===== src/rtl/shift194_seq_if.sv =====
// rtl/shift194_seq_if.sv - command/status bundle between a host and the 74194 sequencer.
interface shift194_seq_if;
    logic       start;
    logic [2:0] op;
    logic [3:0] data;
    logic [2:0] cnt;
    logic       ser_in;
    logic       busy;
    logic       done;
    logic       err;
    logic [3:0] result;

    modport master (
        output start, op, data, cnt, ser_in,
        input  busy, done, err, result
    );

    modport slave (
        input  start, op, data, cnt, ser_in,
        output busy, done, err, result
    );
endinterface


===== src/rtl/shift194_seq.sv =====
// rtl/shift194_seq.sv - command sequencer driving an external 74194 4-bit shift register.
// Define SHIFT194_SEQ_ROTATE_EN to make ROTL/ROTR legal commands.
module shift194_seq (
    input  logic            clk,
    input  logic            rst,
    shift194_seq_if.slave   cmd,
    input  logic            QA,
    input  logic            QB,
    input  logic            QC,
    input  logic            QD,
    output logic            S1,
    output logic            S0,
    output logic            A,
    output logic            B,
    output logic            C,
    output logic            D,
    output logic            SL,
    output logic            SR,
    output logic            CR
);
    typedef enum logic [2:0] {IDLE, CLR, LOAD, SHIFT, CAPT} state_t;

    localparam logic [2:0] OP_CLEAR = 3'b000;
    localparam logic [2:0] OP_LOAD  = 3'b001;
    localparam logic [2:0] OP_SHL   = 3'b010;
    localparam logic [2:0] OP_SHR   = 3'b011;
`ifdef SHIFT194_SEQ_ROTATE_EN
    localparam logic [2:0] OP_ROTL  = 3'b100;
    localparam logic [2:0] OP_ROTR  = 3'b101;
`endif

    state_t     state, state_nx;
    logic [2:0] op_q;
    logic [2:0] cnt_q;
    logic [3:0] data_q;
    logic       ser_q;
    logic [3:0] result_q;
    logic       done_q, done_nx;
    logic       err_q, err_nx;
    logic       accept;
    logic       op_legal;
    logic       cr_fsm;
    logic [1:0] mode;

`ifdef SHIFT194_SEQ_ROTATE_EN
    assign op_legal = (cmd.op <= 3'd5);
`else
    assign op_legal = (cmd.op <= 3'd3);
`endif

    always_ff @(posedge clk or posedge rst) begin
        if (rst) begin
            state    <= IDLE;
            op_q     <= 3'b000;
            cnt_q    <= 3'b000;
            data_q   <= 4'b0000;
            ser_q    <= 1'b0;
            result_q <= 4'b0000;
            done_q   <= 1'b0;
            err_q    <= 1'b0;
        end else begin
            state  <= state_nx;
            done_q <= done_nx;
            err_q  <= err_nx;
            if (accept) begin
                op_q   <= cmd.op;
                cnt_q  <= cmd.cnt;
                data_q <= cmd.data;
                ser_q  <= cmd.ser_in;
            end else if (state == SHIFT && cnt_q != 3'd0) begin
                cnt_q <= cnt_q - 3'd1;
            end
            if (state == CAPT) begin
                result_q <= {QA, QB, QC, QD};
            end
        end
    end

    always_comb begin
        state_nx     = state;
        done_nx      = 1'b0;
        err_nx       = 1'b0;
        accept       = 1'b0;
        cr_fsm       = 1'b1;
        mode         = 2'b00;
        {A, B, C, D} = 4'b0000;
        SL           = 1'b0;
        SR           = 1'b0;
        case (state)
            IDLE: begin
                if (cmd.start) begin
                    if (op_legal) begin
                        accept = 1'b1;
                        if (cmd.op == OP_CLEAR)     state_nx = CLR;
                        else if (cmd.op == OP_LOAD) state_nx = LOAD;
                        else                        state_nx = SHIFT;
                    end else begin
                        err_nx = 1'b1;
                    end
                end
            end
            CLR: begin
                cr_fsm   = 1'b0;
                state_nx = CAPT;
            end
            LOAD: begin
                mode         = 2'b11;
                {A, B, C, D} = data_q;
                state_nx     = CAPT;
            end
            SHIFT: begin
                // cnt_q == 0 on entry means a single hold cycle
                if (cnt_q != 3'd0) begin
                    case (op_q)
                        OP_SHL: begin mode = 2'b10; SL = ser_q; end
                        OP_SHR: begin mode = 2'b01; SR = ser_q; end
`ifdef SHIFT194_SEQ_ROTATE_EN
                        OP_ROTL: begin mode = 2'b10; SL = QA; end
                        OP_ROTR: begin mode = 2'b01; SR = QD; end
`endif
                        default: ;
                    endcase
                end
                if (cnt_q <= 3'd1) state_nx = CAPT;
            end
            CAPT: begin
                done_nx  = 1'b1;
                state_nx = IDLE;
            end
            default: state_nx = IDLE;
        endcase
    end

    assign {S1, S0}   = mode;
    assign CR         = cr_fsm & ~rst;
    assign cmd.busy   = (state != IDLE);
    assign cmd.done   = done_q;
    assign cmd.err    = err_q;
    assign cmd.result = result_q;
endmodule


===== src/flat_wrapper.sv =====
// flat-port wrapper written by rule: the top's interface ports become plain ports
module shift194_seq_flat 
  (clk, rst, QA, QB, QC, QD, S1, S0, A, B, C, D, SL, SR, CR, cmd_start, cmd_op, cmd_data, cmd_cnt, cmd_ser_in, cmd_busy, cmd_done, cmd_err, cmd_result);
  shift194_seq_if cmd_i ();
  input  logic clk;
  input  logic rst;
  input  logic QA;
  input  logic QB;
  input  logic QC;
  input  logic QD;
  output logic S1;
  output logic S0;
  output logic A;
  output logic B;
  output logic C;
  output logic D;
  output logic SL;
  output logic SR;
  output logic CR;
  input wire logic [$bits(cmd_i.start)-1:0] cmd_start;
  input wire logic [$bits(cmd_i.op)-1:0] cmd_op;
  input wire logic [$bits(cmd_i.data)-1:0] cmd_data;
  input wire logic [$bits(cmd_i.cnt)-1:0] cmd_cnt;
  input wire logic [$bits(cmd_i.ser_in)-1:0] cmd_ser_in;
  output wire logic [$bits(cmd_i.busy)-1:0] cmd_busy;
  output wire logic [$bits(cmd_i.done)-1:0] cmd_done;
  output wire logic [$bits(cmd_i.err)-1:0] cmd_err;
  output wire logic [$bits(cmd_i.result)-1:0] cmd_result;
  assign cmd_i.start = cmd_start;
  assign cmd_i.op = cmd_op;
  assign cmd_i.data = cmd_data;
  assign cmd_i.cnt = cmd_cnt;
  assign cmd_i.ser_in = cmd_ser_in;
  assign cmd_busy = cmd_i.busy;
  assign cmd_done = cmd_i.done;
  assign cmd_err = cmd_i.err;
  assign cmd_result = cmd_i.result;
  shift194_seq u_core (.clk(clk), .rst(rst), .cmd(cmd_i), .QA(QA), .QB(QB), .QC(QC), .QD(QD), .S1(S1), .S0(S0), .A(A), .B(B), .C(C), .D(D), .SL(SL), .SR(SR), .CR(CR));
endmodule

===== config.mk =====
export PLATFORM = sky130hd
export DESIGN_NAME = shift194_seq_flat
export DESIGN_NICKNAME = d
export VERILOG_FILES = /design/src/rtl/shift194_seq_if.sv /design/src/rtl/shift194_seq.sv /design/src/flat_wrapper.sv
export SDC_FILE = /design/constraint.sdc
export NUM_CORES = 1
export LEC_CHECK = 0
export BUFFER_PORTS_ARGS = -buffer_cell sky130_fd_sc_hd__buf_2
export CAP_MARGIN = 20
export CORE_AREA = 2 2 52 74
export CTS_CLUSTER_DIAMETER = 30
export DETAILED_ROUTE_END_ITERATION = 8
export DIE_AREA = 0 0 54 76
export PLACE_DENSITY = 0.57
export RECOVER_POWER = 25
export SYNTH_ARGS = -nofsm -noshare
export SYNTH_HDL_FRONTEND = slang
export SYNTH_SLANG_ARGS = --single-unit

===== constraint.sdc =====
create_clock -name clk -period 2 [get_ports clk]
set_input_delay 0.2 -clock clk [delete_from_list [all_inputs] [get_ports clk]]
set_output_delay 0.2 -clock clk [all_outputs]
set_load 0.005 [all_outputs]

==> results.toml <==
[yosys]
syn_area_um2 = 1010
synthCells = 87
postSynthNetCount = 108
synth-compound-area-share_pct = 11.7
ys_types = 33
ys_warn_count = 0
synth_top_family_by_area = "simple AND/OR/NAND/NOR gates"
synth-seq-cells = 20
avgSynthCellArea_um2 = 11.6
synth_mux_area_share_pct = 11.2
synth_xor_area_share_pct = 0
synth-adder-area-share_pct = 3.73
yosys.area_share.simple_pct = 19.8
yosysSeqAreaShare_pct = 49.7

[clock_tree]
path_clk_slew_ns = 0.08
insertion_delay_ns = 0.26
cts-htree-levels = 1
cts-buffers-inserted = 3
clock_path_buffers = 2
ctsHoldBuffers = 0
numClockSinks = 20
cts_root_buffer = "clkbuf_8"
cts_tree = "done"

[place]
hpwl_mm = 1.80
post_dp_cell_area_um2 = 1240
io_buffers = 33
dpl.cell_count = 164
place.gp.congestion = 0.814
dp_slack_ns = 0.227

[die]
die_w_um = 54
start_util_pct = 28.7
ios = 34
design.core.area_um2 = 3510
num_rows = 26
die_h_um = 76
die_area_um2 = 4100

[grt]
grt_pass1_wl_mm = 3.80
grt_pass1_vias = 876
antenna_found_initial = 0
grt_max_degree = 21
grt.total_usage_pct = 12.3
overflow = 0

[layout]
final_nets = 151
fin_cells = 171
layout_commonest_cell = "buf_2"
fillCellCount = 371
drive_above_1_share_pct = 45.0
antennaDiodeCount = 0
syn2layout_area_growth_pct = 32.9
post-route-cell-area_um2 = 1340
layout_common_cells = "buf_2 (33), dfrtp_1 (20), inv_1 (7), buf_4 (7), o21ai_0 (6)"
fin_util_pct = 38.1

[detailed_routing]
drtIter0Drc = 15
ant_nets = 0
wirelength_mm = 2.32
drt_drc_violations_left = 0
vias_per_cell = 4.88
first_pass_iters = 4
drt-wirelength-per-cell_um = 13.6
vias = 835

[pwr]
powerDensity_nw_per_um2 = 1190
leakage_uw = 0.000684
irDropWorstVdd_v = 0.000483

[sta]
setup_viol = 0
slew_headroom_pct = 48.0
period_needed_ns = 1.90
timing.fmax_ghz = 0.526
setup_ws_ns = 0.0995
min_period_over_period_pct = 95.0
hold_violations = 0
whs_ns = 0.0820
final_max_slew_viol_count = 0
tightest_slew_ns = 0.780
finalClockSkew_ns = 0.00212

[setup_path]
crit_path_end_kind = "primary output"
cp-start-kind = "register"
worstPathArrival_ns = 1.70
path_max_fanout = 4
path_class = "reg2out"
cp.required_ns = 1.80
ff2ff_path_depth = 3

[run_status]
status = "finished, final reports clean"

[flow_run]
drv_cap = 0

[min_path]
min_path_type = "in2async"
cells by family (layout without fill, tap and decap cells):
group,Yosys count,count (layout)
AOI/OAI and AO/OA,17,17
adders and majority gates,3,3
buffers and inverters,10,52
DFF,20,20
muxes,10,10
and+or+nand+nor,27,27
critical path: stages, from the launching register on:
cell     delay, ns
dfrtp_1       0.35
inv_1         0.08
ha_2          0.21
nor2b_4       0.14
nor4b_2       0.27
buf_4         0.16
and3_1        0.14
buf_2         0.10
routing by layer:
metal	GRT usage (%)	wire length, um	vias to the layer above
met5	0	0	-
met4	6.00	55	0
met3	1.76	88	6
met2	20.6	1280	28
met1	14.7	901	402
li1	-	-	399
final timing paths:
kind	startpoint	to	slack [ns]
worst max-delay path	u_core.cnt_q[0]	SL	0.1
worst min-delay path	rst	u_core.cmd.done	0.08
worst max register to register	u_core.state[2]	u_core.data_q[0]	0.33
worst min register to register	u_core.data_q[3]	u_core.data_q[3]	0.49
max in group asynchronous	rst	u_core.cnt_q[1]	1.43
min in group clk	cmd_data[3]	u_core.data_q[3]	0.15
report_power, final:
group	switching [uW]	total, uW	internal (uW)
sequential	108	674	566
clock	136	311	175
combinational	273	601	328
Yosys cell counts:
library cell	n	area, um^2
or4_1	1	7.51
nor2_1	1	3.75
o211a_1	1	10.0
o21ai_0	6	30.0
a32oi_1	1	8.76
nor3b_1	1	7.51
o2111ai_1	1	8.76
nand2_1	1	3.75
nand2b_1	1	6.26
or4b_4	1	13.8
nor4b_2	1	15.0
o211ai_1	1	7.51
a21o_1	2	15.0
mux2_2	5	56.3
a31oi_1	3	18.8
and3b_1	1	8.76
o21ba_2	1	10.0
ha_1	3	37.5
nor4b_1	1	8.76
nor2_8	1	20.0
nand3_1	2	10.0
mux2_1	5	56.3
buf_2	2	10.0
a22o_1	1	8.76
inv_1	8	30.0
nor3_2	1	10.0
nor3_1	4	20.0
or3_1	1	6.26
nor2b_1	1	6.26
dfrtp_1	20	500
nand3b_1	1	7.51
and3_1	2	12.5
and2_1	5	31.3
state kept, by name, indices dropped and copies added (netlist names):
| name | cells |
|---|---|
| u_core.state | 3 |
| u_core.cmd.done | 1 |
| u_core.op_q | 3 |
| u_core.ser_q | 1 |
| u_core.cmd.result | 4 |
| u_core.cnt_q | 3 |
| u_core.cmd.err | 1 |
| u_core.data_q | 4 |
final cells by class:
type                       count  area (um^2)  share of cell area (%)
clock buffer                   4         55.1                    4.11
multi-input combinational     57          483                    36.1
sequential                    20          500                    37.4
tap                           42         52.6                    3.93
timing repair buffer          40          218                    16.3
inverter                       8         30.0                    2.24
per-stage QoR:
stage               setup TNS [ns]  power, uW
floorplan                        0       1000
global placement                 0       1190
detailed placement               0       1230
CTS                              0       1570
global route              -0.00264       1710
finish                           0       1590
timing repair:
| item | in CTS | in global routing |
|---|---|---|
| setup endpoints to repair | 4 | 4 |
| pin swaps | 1 | 1 |
| buffers inserted | 2 | 1 |
| resized for setup | 1 | 4 |
Power figures use the tool's default switching activity.
